## src/rtl/time_set_ctrl.sv

```systemverilog
// rtl/time_set_ctrl.sv - clock-display set controller: debounced MODE/INC keys, field select, auto-repeat increment
// Keys are active-low; every output is registered.
module time_set_ctrl #(
  parameter int CLOCK_FREQ      = 50000000,
  parameter int DEBOUNCE_CYCLES = CLOCK_FREQ / 100,
  parameter int HOLD_CYCLES     = CLOCK_FREQ / 2,
  parameter int REPEAT_CYCLES   = CLOCK_FREQ / 10,
  parameter int TIMEOUT_CYCLES  = 10 * CLOCK_FREQ,
  parameter int BLINK_CYCLES    = CLOCK_FREQ / 4
) (
  input  logic       CLK,
  input  logic       RST,
  input  logic       KEY_MODE,
  input  logic       KEY_INC,
  output logic       INCREMENT,
  output logic [1:0] ORDER,
  output logic       SET_ACTIVE,
  output logic       BLINK
);

  localparam logic [31:0] DB_LAST   = 32'(DEBOUNCE_CYCLES - 1);
  localparam logic [31:0] HOLD_LAST = 32'(HOLD_CYCLES - 1);
  localparam logic [31:0] REP_LAST  = 32'(REPEAT_CYCLES - 1);
  localparam logic [31:0] TO_LAST   = 32'(TIMEOUT_CYCLES - 1);
  localparam logic [31:0] BL_LAST   = 32'(BLINK_CYCLES - 1);

  localparam logic [1:0] ORD_RUN = 2'b00;
  localparam logic [1:0] ORD_SEC = 2'b01;
  localparam logic [1:0] ORD_MIN = 2'b10;
  localparam logic [1:0] ORD_HR  = 2'b11;

  typedef enum logic [1:0] {IDLE, HOLD, REPEAT, LOCKOUT} inc_state_t;

  function automatic logic [31:0] sat_inc(input logic [31:0] v);
    return (v == 32'hFFFF_FFFF) ? v : v + 32'd1;
  endfunction

  // Bit 0 is KEY_MODE, bit 1 is KEY_INC.
  logic [1:0]  raw;
  logic [1:0]  sync1, sync2, deb, deb_d;
  logic [31:0] db_cnt [2];

  assign raw = {KEY_INC, KEY_MODE};

  always_ff @(posedge CLK) begin
    if (!RST) begin
      sync1 <= 2'b11;
      sync2 <= 2'b11;
      deb   <= 2'b11;
      deb_d <= 2'b11;
      for (int i = 0; i < 2; i++) db_cnt[i] <= '0;
    end else begin
      sync1 <= raw;
      sync2 <= sync1;
      deb_d <= deb;
      for (int i = 0; i < 2; i++) begin
        if (sync2[i] == deb[i]) begin
          db_cnt[i] <= '0;
        end else if (db_cnt[i] >= DB_LAST) begin
          deb[i]    <= sync2[i];
          db_cnt[i] <= '0;
        end else begin
          db_cnt[i] <= sat_inc(db_cnt[i]);
        end
      end
    end
  end

  logic mode_press, inc_press, inc_held;
  assign mode_press = deb_d[0] & ~deb[0];
  assign inc_press  = deb_d[1] & ~deb[1];
  assign inc_held   = ~deb[1];

  logic [31:0] to_cnt, blink_cnt, hold_cnt;
  logic [1:0]  order_nxt;
  inc_state_t  inc_state;

  always_comb begin
    order_nxt = ORDER;
    if (mode_press) begin
      case (ORDER)
        ORD_RUN: order_nxt = ORD_HR;
        ORD_HR:  order_nxt = ORD_MIN;
        ORD_MIN: order_nxt = ORD_SEC;
        default: order_nxt = ORD_RUN;
      endcase
    end else if (ORDER != ORD_RUN && !inc_press && !inc_held && to_cnt >= TO_LAST) begin
      order_nxt = ORD_RUN;
    end
  end

  always_ff @(posedge CLK) begin
    if (!RST) begin
      ORDER      <= ORD_RUN;
      SET_ACTIVE <= 1'b0;
      BLINK      <= 1'b1;
      to_cnt     <= '0;
      blink_cnt  <= '0;
    end else begin
      ORDER      <= order_nxt;
      SET_ACTIVE <= (order_nxt != ORD_RUN);
      if (order_nxt == ORD_RUN || mode_press || inc_press || inc_held)
        to_cnt <= '0;
      else
        to_cnt <= sat_inc(to_cnt);
      // Blink phase restarts lit whenever the selected field changes.
      if (order_nxt == ORD_RUN || order_nxt != ORDER) begin
        BLINK     <= 1'b1;
        blink_cnt <= '0;
      end else if (blink_cnt >= BL_LAST) begin
        BLINK     <= ~BLINK;
        blink_cnt <= '0;
      end else begin
        blink_cnt <= sat_inc(blink_cnt);
      end
    end
  end

  always_ff @(posedge CLK) begin
    if (!RST) begin
      inc_state <= IDLE;
      INCREMENT <= 1'b0;
      hold_cnt  <= '0;
    end else begin
      INCREMENT <= 1'b0;
      case (inc_state)
        IDLE: begin
          if (inc_press) begin
            hold_cnt <= '0;
            if (mode_press || ORDER == ORD_RUN) begin
              inc_state <= LOCKOUT;
            end else begin
              INCREMENT <= 1'b1;
              inc_state <= HOLD;
            end
          end
        end
        HOLD, REPEAT: begin
          if (mode_press) begin
            inc_state <= LOCKOUT;
          end else if (!inc_held) begin
            inc_state <= IDLE;
          end else if (!INCREMENT &&
                       hold_cnt >= ((inc_state == HOLD) ? HOLD_LAST : REP_LAST)) begin
            INCREMENT <= 1'b1;
            inc_state <= REPEAT;
            hold_cnt  <= '0;
          end else begin
            hold_cnt <= sat_inc(hold_cnt);
          end
        end
        LOCKOUT: begin
          if (!inc_held) inc_state <= IDLE;
        end
        default: inc_state <= IDLE;
      endcase
    end
  end

endmodule

```

## config.mk

```make
export PLATFORM = sky130hd
export DESIGN_NAME = time_set_ctrl
export DESIGN_NICKNAME = d
export VERILOG_FILES = /design/src/rtl/time_set_ctrl.sv
export SDC_FILE = /design/constraint.sdc
export NUM_CORES = 1
export LEC_CHECK = 0
export ABC_CLOCK_PERIOD_IN_PS = 5800
export CAP_MARGIN = 20
export CORE_AREA = 8 8 122 124
export DETAILED_ROUTE_END_ITERATION = 7
export DIE_AREA = 0 0 130 132
export PLACE_DENSITY = 0.91
export SETUP_SLACK_MARGIN = 0.02
export SLEW_MARGIN = 40
export SYNTH_ARGS = -nofsm -noshare
export SYNTH_HDL_FRONTEND = slang
export SYNTH_SLANG_ARGS = --single-unit
export TNS_END_PERCENT = 30
```

## constraint.sdc

```tcl
create_clock -name CLK -period 5.8 [get_ports CLK]
set_input_delay 0.87 -clock CLK [delete_from_list [all_inputs] [get_ports CLK]]
set_output_delay 0.87 -clock CLK [all_outputs]
set_load 0.01 [all_outputs]
```

==> metrics.cfg, run 1 <==
[clocking]
clkTransAtPathRegs_ns = 0.06
htreeDepth = 4
clock_latency_ns = 0.43
cts_setup_buffers = 0
clkSinkCount = 175
hold_buffers = 0
tritoncts = built
ctsLongestPathBuffers = 2
cts_buffers = 17
ctsResizeCount = 0
cts-root-buf = clkbuf_16

[setup_path]
crit_type = reg -> reg
cp.required_ns = 6.15
cp-end-kind = flop
r2r_cells = 11
crit_fanout = 24
cp-start-kind = flop
cp_data_arrival_time_ns = 3.82

[timing]
hold_viol_final = 0
period_needed_ns = 3.47
timing.final.ws_setup_ns = 2.33
tns_ns = 0
rsz0062_at_grt = false
worst_slew_pin_slew_ns = 0.731
final_max_slew_viol_count = 0
setup_viol_count_final = 0
finalCritPeriodShare_pct = 59.9
skew_ns = 0.00738
max_freq_ghz = 0.288
relSlewSlack_pct = 51.1

[power]
power_frac_seq_pct = 48.1
p_total_w = 0.00279
max-vdd-ir-drop_mv = 0.275
p_leak_nw = 3.31
internal-power_w = 0.00210
swShare_pct = 24.6
p_per_area_nw_per_um2 = 290
power_switching_w = 0.000684
power_frac_comb_pct = 11.1
p_clk_share_pct = 40.8

[drt]
post_drt_via_cell_ratio = 5.73
ant_nets = 0
wl_per_cell_um = 14.3
drc_errors = 0
routed_wl_um = 16800
drt_iter0_markers = 563
via_count = 6752
firstDrtPassIters = 4

[global_routing]
antenna_found_initial = 0
grt_max_degree = 33
grt_pass1_wl_um = 28900
grt_pass1_vias = 6559
gr-total-overflow = 0
groute.usage.overall_pct = 20.6

[layout]
drive_gt1_share_pct = 4.39
antenna_cells = 0
fin_util_pct = 74.1
fin_nets = 1013
areaGrowthSynthToFinish_pct = 13.6
fin_cells = 1179

[logic_synthesis]
yosysUniqueCellTypes = 60
muxShareOfSynthArea_pct = 2.50
synth_seq_area_share_pct = 49.0
ys_warn_count = 0
synth-async-reset-ratio_pct = 0
synth-compound-area-share_pct = 7.41
synth-simple-area-share_pct = 26.5
syn_inst = 898
synth_top_family_by_area = simple AND/OR/NAND/NOR gates
ys_ff_latch = 175
avgSynthCellArea_um2 = 9.43
synth_flop_cell = dfxtp_1
synth_area_um2 = 8460
synth_edf_count = 64
yosys.area_share.adder_pct = 2.66
synth_xor_area_share_pct = 9.42

[floorplan]
floorplan.die_area_um2 = 17200
initial_core_util_pct = 65.2
ios = 9
core_um2 = 13000
core.rowCount = 42
die_w_um = 130
fp.dieH_um = 132

[placed_design]
dp_cells = 1148
gp_congestion = 0.882
dp_slack_ns = 2.12
io_buffers = 8
hpwl_um = 11000

[hold_path]
hold_depth = 1
holdCritPathClass = reg -> reg

[outcome]
status = completed

[job]
drv_cap = 0

## power by group through the flow
stage          clock network, W  registers, W  logic, W
3_3_place_gp                  0       0.00136  0.000285
2_1_floorplan                 0       0.00136  0.000236
3_5_place_dp                  0       0.00137  0.000295
5_1_grt                 0.00120       0.00134  0.000344
4_1_cts                 0.00115       0.00134  0.000303
6_report                0.00114       0.00134  0.000310
## metrics by stage
| stage | hold slack [ns] | cell area, µm² |
|---|---|---|
| after floorplan | 0.386 | 8820 |
| after global placement | 0.407 | 9000 |
| after detailed placement | 0.399 | 9000 |
| after CTS | 0.415 | 9600 |
| after global routing | 0.448 | 9610 |
| final | 0.413 | 9610 |
## worst max-delay path: stages (launching register included)
cell     delay, ns
dfxtp_1       0.38
inv_1         0.12
ha_1          0.25
inv_1         0.18
ha_1          0.28
a21oi_1       0.13
nor2b_1       0.07
o41a_1        0.44
o41ai_2       0.69
and2_2        0.57
a21oi_1       0.10
mux2i_1       0.19
## synthesized netlist by cell type (17+ instances only)
library cell  number  area (µm²)
nand2_1           81         304
clkbuf_1          24        90.1
nand4_1           35         219
nor3_1            56         280
nor4_1            17         106
inv_1             17        63.8
nor2_1           119         447
o21ai_0           17        85.1
mux2i_1           20         200
a21oi_1           30         150
xnor2_1           43         377
edfxtp_1          64        1920
ha_1              18         225
dfxtp_1          111        2220
and3_1            27         169
xor2_1            48         420
nand3_1           54         270
## cells by family after synthesis
logic type	Yosys count
and+or+nand+nor	449
muxes	21
adders and majority gates	18
buffers and inverters	49
xor gates and xnor gates	91
other	2
AOI/OAI and AO/OA	93
DFF	175
## sequential cells by signal, summed over array words and instances (netlist names)
register / cells
db_cnt: 64
INCREMENT: 1
to_cnt: 32
sync1: 2
BLINK: 1
ORDER: 2
SET_ACTIVE: 1
blink_cnt: 32
inc_state: 2
hold_cnt: 32
deb_d: 2
sync2: 2
deb: 2
## cell usage in the layout (no fill, tap or decap), types with 3 or more instances in the layout
| master | count |
|---|---|
| a21oi_1 | 30 |
| mux2i_1 | 20 |
| nor3_1 | 55 |
| a21o_1 | 5 |
| a31oi_1 | 5 |
| clkbuf_16 | 20 |
| and3_1 | 27 |
| o22ai_1 | 3 |
| o41ai_1 | 6 |
| xnor2_1 | 43 |
| edfxtp_1 | 64 |
| dfxtp_1 | 111 |
| nand2b_1 | 12 |
| or4_1 | 7 |
| conb_1 | 98 |
| xor2_1 | 48 |
| ha_1 | 18 |
| nor2b_1 | 6 |
| or3_1 | 3 |
| and4_1 | 10 |
| nand2_1 | 81 |
| nor4b_1 | 3 |
| clkbuf_1 | 5 |
| nand4_1 | 35 |
| nor4_2 | 3 |
| nand3b_1 | 3 |
| and2_1 | 6 |
| nand3_1 | 54 |
| nor2_1 | 118 |
| clkdlybuf4s50_1 | 8 |
| inv_1 | 17 |
| o211ai_1 | 5 |
| nor4_1 | 17 |
| o21ai_0 | 17 |
## routing by layer
metal	GRT usage (%)	wire length, µm
met1	23.7	6910
met2	35.2	8610
met3	4.49	736
met4	10.2	560
met5	0	0
## path summary, 6_finish.rpt
check,slack [ns],endpoint,start
worst max-delay path,2.33,hold_cnt[24],inc_state[1]
worst min-delay path,0.41,sync2[0],sync1[0]
worst max register to register,2.33,hold_cnt[24],inc_state[1]
worst min register to register,0.41,sync2[0],sync1[0]
## area by class of cell
type	instances	area, µm²
clock inverters	4	47.5
inverters	17	63.8
well taps	176	220
repair buffers	10	95.1
flip-flops and latches	175	4140
fillers	863	3370
clock buffers	27	547
multi-input cells	770	4500
Note: power is estimated with default switching activity, not from simulation.
==> run 2: changes to the inputs <==
Settings changed: ABC_CLOCK_PERIOD_IN_PS 5800 to 3440, CORE_AREA 8 8 122 124 to 8 8 125 127, DIE_AREA 0 0 130 132 to 0 0 133 135, PLACE_DENSITY 0.91 to 0.87.
Clock period 5.8 ns to 3.44 ns, I/O delays scaled along.
==> metrics.cfg, run 2 (same netlist as run 1, synthesis figures left out) <==
[global_routing]
gr-total-overflow = 0  ; unchanged
grt_pass1_vias = 6260  ; was 6559
grt_pass1_wl_um = 28400  ; was 28900 µm
antenna_found_initial = 0  ; unchanged
grt_max_degree = 33  ; unchanged
groute.usage.overall_pct = 19.1  ; was 20.6%

[power]
power_frac_comb_pct = 12.0  ; was 11.1%
p_per_area_nw_per_um2 = 494  ; was 290 nW/µm²
p_leak_nw = 3.41  ; was 3.31 nW
internal-power_w = 0.00359  ; was 0.00210 W
max-vdd-ir-drop_mv = 0.457  ; was 0.275 mV
power_switching_w = 0.00125  ; was 0.000684 W
power_frac_seq_pct = 46.6  ; was 48.1%
swShare_pct = 25.8  ; was 24.6%
p_clk_share_pct = 41.4  ; was 40.8%
p_total_w = 0.00483  ; was 0.00279 W

[drt]
via_count = 6705  ; was 6752
drc_errors = 0  ; unchanged
post_drt_via_cell_ratio = 5.59  ; was 5.73
firstDrtPassIters = 5  ; was 4
routed_wl_um = 16800  ; about the same
wl_per_cell_um = 14.0  ; was 14.3 µm
drt_iter0_markers = 559  ; was 563
ant_nets = 0  ; unchanged

[clocking]
clock_latency_ns = 0.43  ; about the same
htreeDepth = 4  ; unchanged
cts_buffers = 17  ; unchanged
clkSinkCount = 175  ; unchanged
clkTransAtPathRegs_ns = 0.07  ; was 0.06 ns
tritoncts = built  ; unchanged
hold_buffers = 0  ; unchanged
ctsLongestPathBuffers = 2  ; unchanged
cts-root-buf = clkbuf_16  ; unchanged

[floorplan]
core_um2 = 13600  ; was 13000 µm²
initial_core_util_pct = 62.2  ; was 65.2%
floorplan.die_area_um2 = 18000  ; was 17200 µm²
ios = 9  ; unchanged
core.rowCount = 43  ; was 42
fp.dieH_um = 135  ; was 132 µm
die_w_um = 133  ; was 130 µm

[job]
drv_cap = 0  ; unchanged

[placed_design]
placed_cell_area_um2 = 9100  ; was 9000 µm²
gp_congestion = 0.895  ; was 0.882
hpwl_um = 10900  ; was 11000 µm
io_buffers = 8  ; unchanged

[timing]
skew_ns = 0.00782  ; was 0.00738 ns
finalCritPeriodShare_pct = 92.0  ; was 59.9%
tns_ns = 0  ; unchanged
final_max_slew_viol_count = 0  ; unchanged
worst_slew_pin_slew_ns = 0.740  ; was 0.731 ns
max_freq_ghz = 0.316  ; was 0.288 GHz
setup_viol_count_final = 0  ; unchanged
hold_viol_final = 0  ; unchanged
rsz0062_at_grt = false  ; unchanged
relSlewSlack_pct = 50.6  ; was 51.1%
period_needed_ns = 3.17  ; was 3.47 ns

[setup_path]
max_stage_delay_ns = 0.49  ; was 0.69 ns
cp.required_ns = 3.77  ; was 6.15 ns
cp-end-kind = flop  ; unchanged
crit_type = reg -> reg  ; unchanged
crit_slowest_cell = or4bb_1  ; was o41ai_2
crit_chain = inv_1 -> ha_1 -> inv_1 -> ha_1 -> or4bb_1 -> or4_1 -> a31oi_4 -> buf_6 -> o21ai_0 -> a2111oi_2  ; was inv_1 -> ha_1 -> inv_1 -> ha_1 -> a21oi_1 -> nor2b_1 -> o41a_1 -> o41ai_2 -> and2_2 -> a21oi_1 -> mux2i_1
crit_fanout = 11  ; was 24
r2r_slack_ns = 0.27  ; was 2.33 ns
cp_data_arrival_time_ns = 3.49  ; was 3.82 ns
cp-start-kind = flop  ; unchanged

[layout]
top_register = db_cnt  ; unchanged
areaGrowthSynthToFinish_pct = 15.6  ; was 13.6%
fin_nets = 1028  ; was 1013
largest_register_ffs = 64  ; unchanged
final_common_cell = nor2_1  ; unchanged
layout_common_cells = nor2_1, dfxtp_1, conb_1, nand2_1, edfxtp_1  ; unchanged
design_area_um2 = 9780  ; was 9610 µm²
drive_gt1_share_pct = 6.18  ; was 4.39%
fin_util_pct = 71.9  ; was 74.1%

[outcome]
status = completed  ; unchanged

[hold_path]
holdCritPathClass = reg -> reg  ; unchanged

## run 2: cell count changes in the layout (fill, tap and decap cells not counted), sizes merged
cell / delta
inv: +4
diode: +1
buf: +15
clkinv: +2
clkbuf: -5
## run 2: repair_timing
item                                   CTS  global route
buffers inserted                         0             2
setup endpoints to repair                0            18
gates resized for setup                  0             6
endpoints found under the hold margin    0             0
## run 2: worst paths after layout
path,start,to,depth (start not counted)
max reg2reg,inc_state[1],INCREMENT,10
min,sync1[1],sync2[1],1
min reg2reg,sync1[1],sync2[1],1
max,inc_state[1],INCREMENT,10
## run 2: worst max-delay path: cells and delay by family, from the launching register on
family / cells / cell delay, ns
and+or+nand+nor: 2 / 0.95
AOI/OAI and AO/OA: 3 / 0.72
adders and majority gates: 2 / 0.57
buffers and inverters: 3 / 0.49
DFF: 1 / 0.34
## run 2: area by class of cell
type,instances,area (µm²)
timing repair buffer,25,211
clock buffer,22,518
inverter,17,63.8
sequential,175,4140
clock inverter,10,115
tap,180,225
multi-input combinational,770,4500
fill,1000,3830
antenna,1,2.50
## run 2: power groups by stage
| stage | registers (W) | clock network, W | logic, W |
|---|---|---|---|
| 6_report | 0.00225 | 0.00200 | 0.000581 |
| 5_1_grt | 0.00226 | 0.00211 | 0.000642 |
| 3_5_place_dp | 0.00230 | 0 | 0.000541 |
| 3_3_place_gp | 0.00229 | 0 | 0.000527 |
| 4_1_cts | 0.00225 | 0.00203 | 0.000554 |
| 2_1_floorplan | 0.00229 | 0 | 0.000398 |
## run 2: stage by stage
stage          worst slack [ns]  hold slack, ns  std cells
2_1_floorplan             0.528           0.386        994
3_3_place_gp              0.421           0.389       1165
3_5_place_dp              0.266           0.403       1165
4_1_cts                   0.200           0.419       1197
5_1_grt                 0.00370           0.426       1199
6_report                  0.275           0.416       1200
## run 2: layer usage
layer | global-route usage, % | up-vias | share of wire, %
met5 | 0 | - | 0
met4 | 7.95 | 0 | 1.4
li1 | - | 3352 | -
met2 | 32.4 | 170 | 50
met1 | 22.9 | 3155 | 44
met3 | 4.49 | 28 | 4.7
==> run 3: changes to the inputs <==
Settings changed: ABC_AREA set to 1, CORE_AREA 8 8 125 127 to 8 8 131 133, CTS_BUF_LIST set to sky130_fd_sc_hd__clkbuf_8 sky130_fd_sc_hd__clkbuf_16, DIE_AREA 0 0 133 135 to 0 0 139 141, PLACE_DENSITY 0.87 to 0.88.
==> metrics.cfg, run 3 <==
[drt]
post_drt_via_cell_ratio = 5.35  ; was 5.59
drt_iter0_markers = 683  ; was 559
via_count = 8277  ; was 6705
drc_errors = 0  ; unchanged
ant_nets = 0  ; unchanged
firstDrtPassIters = 6  ; was 5
wl_per_cell_um = 13.0  ; was 14.0 µm
routed_wl_um = 20100  ; was 16800 µm

[timing]
rsz0062_at_grt = false  ; unchanged
max_freq_ghz = 0.331  ; was 0.316 GHz
finalCritPeriodShare_pct = 87.8  ; was 92.0%
hold_viol_final = 0  ; unchanged
period_needed_ns = 3.02  ; was 3.17 ns
final_max_slew_viol_count = 0  ; unchanged
skew_ns = 0.0115  ; was 0.00782 ns
worst_slew_pin_slew_ns = 0.723  ; was 0.740 ns
tns_ns = 0  ; unchanged
setup_viol_count_final = 0  ; unchanged
relSlewSlack_pct = 51.7  ; was 50.6%
whs_ns = 0.423  ; was 0.416 ns

[placed_design]
placed_cell_area_um2 = 10000  ; was 9100 µm²
io_buffers = 8  ; unchanged
dp_cells = 1515  ; was 1165
gp_congestion = 0.953  ; was 0.895
hpwl_um = 14200  ; was 10900 µm

[logic_synthesis]
avgSynthCellArea_um2 = 7.63  ; was 9.43 µm²
synth-async-reset-ratio_pct = 0  ; unchanged
synth_area_leaders = dfxtp_1, edfxtp_1, nor2_1  ; unchanged
synth_top_area_share_pct = 23.4  ; was 26.3%
syn_inst = 1246  ; was 898
synth_seq_area_share_pct = 43.6  ; was 49.0%
ys_warn_count = 0  ; unchanged
yosysUniqueCellTypes = 48  ; was 60
synth_flop_cell = dfxtp_1  ; unchanged
yosys.area.top_type = dfxtp_1  ; unchanged
ys_ff_latch = 175  ; unchanged
yosysMostFrequentCell = nor2_1  ; unchanged
synthTopCellsByCount = nor2_1, nand2_1, inv_1  ; was nor2_1, dfxtp_1, nand2_1
synth_area_um2 = 9510  ; was 8460 µm²
synth_edf_count = 64  ; unchanged

[floorplan]
ios = 9  ; unchanged
floorplan.die_area_um2 = 19600  ; was 18000 µm²
initial_core_util_pct = 63.5  ; was 62.2%
core_um2 = 15000  ; was 13600 µm²
fp.dieH_um = 141  ; was 135 µm
core.rowCount = 45  ; was 43
die_w_um = 139  ; was 133 µm

[global_routing]
grt_max_degree = 33  ; unchanged
antenna_found_initial = 0  ; unchanged
gr-total-overflow = 0  ; unchanged
grt_pass1_wl_um = 33700  ; was 28400 µm
groute.usage.overall_pct = 20.6  ; was 19.1%
grt_pass1_vias = 7477  ; was 6260

[outcome]
status = completed  ; unchanged

[setup_path]
crit_type = reg -> reg  ; unchanged
cp-start-kind = flop  ; unchanged
crit_fanout = 30  ; was 11
cp_data_arrival_time_ns = 3.39  ; was 3.49 ns
r2r_cells = 16  ; was 10
cp-end-kind = flop  ; unchanged
cp.required_ns = 3.81  ; was 3.77 ns

[clocking]
clkSinkCount = 175  ; unchanged
htreeDepth = 4  ; unchanged
cts_setup_buffers = 0  ; unchanged
cts_buffers = 17  ; unchanged
tritoncts = built  ; unchanged
clkTransAtPathRegs_ns = 0.07  ; about the same
ctsLongestPathBuffers = 2  ; unchanged
ctsResizeCount = 0  ; unchanged
hold_buffers = 0  ; unchanged
clock_latency_ns = 0.44  ; was 0.43 ns
cts-root-buf = clkbuf_16  ; unchanged

[layout]
antenna_cells = 0  ; was 1
fin_nets = 1368  ; was 1028
register_area_um2 = 4140  ; unchanged
design_area_um2 = 10700  ; was 9780 µm²
largest_register_ffs = 64  ; unchanged
areaGrowthSynthToFinish_pct = 12.1  ; was 15.6%
fillers = 1175  ; was 1000
fin_cells = 1547  ; was 1200
final_common_cell = nor2_1  ; unchanged
drive_gt1_share_pct = 5.30  ; was 6.18%
layout_common_cells = nor2_1, nand2_1, inv_1, dfxtp_1, conb_1  ; was nor2_1, dfxtp_1, conb_1, nand2_1, edfxtp_1
top_register = db_cnt  ; unchanged
multi_input_area_um2 = 5110  ; was 4500 µm²

[power]
p_per_area_nw_per_um2 = 469  ; was 494 nW/µm²
max-vdd-ir-drop_mv = 0.445  ; was 0.457 mV
p_leak_nw = 4.06  ; was 3.41 nW

[hold_path]
hold_depth = 1  ; unchanged
holdCritPathClass = reg -> reg  ; unchanged

[job]
drv_cap = 0  ; unchanged

run 3: critical path, stage by stage, from the launching register on:
cell and delay [ns]:
dfxtp_1 0.33, inv_1 0.12, ha_1 0.18, inv_1 0.14, ha_1 0.34, nand2_1 0.06, nor3_1 0.23, nand4_1 0.12
nand2_1 0.09, nand2_1 0.05, nand2_1 0.09, nand2_2 0.22, nand3_2 0.18, nand2_4 0.13, inv_2 0.43, nor2_1 0.10
nor2_1 0.13
run 3: cell type report:
cell class	count	area share [%]
multi-input combinational	1022	47.9
tap	188	2.21
sequential	175	38.9
clock buffer	17	3.99
clock inverter	15	1.85
inverter	119	4.19
timing repair buffer	11	0.962
run 3: path summary, 6_finish.rpt:
| path | startpoint | endpoint | slack, ns |
|---|---|---|---|
| max | inc_state[1] | hold_cnt[11] | 0.42 |
| min | sync1[0] | sync2[0] | 0.42 |
| max reg2reg | inc_state[1] | hold_cnt[11] | 0.42 |
| min reg2reg | sync1[0] | sync2[0] | 0.42 |
run 3: metal layers:
metal | vias to the layer above | routed length (µm) | track usage, %
li1 | 4200 | - | -
met1 | 3774 | 8670 | 24.3
met2 | 260 | 9720 | 36.0
met3 | 43 | 1170 | 4.32
met4 | 0 | 518 | 8.38
met5 | - | 0 | 0
run 3: kinds of logic after synthesis:
logic type / after synthesis / share of synthesized area [%]
AO/OA/AOI/OAI: 87 / 5.01
XOR/XNOR: 84 / 7.74
adder cells (fa/ha/maj): 18 / 2.37
buffers and inverters: 145 / 6.45
flip-flops: 175 / 43.6
other: 2 / 0.0790
AND/OR/NAND/NOR: 735 / 34.8
run 3: where the power goes:
group	leakage (nW)	internal, W	switching (W)
sequential	1.55	0.00225	0.000103
combinational	2.20	0.000190	0.000429
clock	0.303	0.00117	0.000862
total	4.06	0.00360	0.00139
run 3: metrics by stage:
| step | utilization, % | power (W) | setup WS (ns) |
|---|---|---|---|
| global route | 71.2 | 0.00520 | 0.0755 |
| finish | 71.2 | 0.00500 | 0.420 |
| global placement | 67.1 | 0.00296 | 0.674 |
| CTS | 71.2 | 0.00501 | 0.456 |
| detailed placement | 67.1 | 0.00300 | 0.512 |
| floorplan | - | 0.00288 | 1.17 |
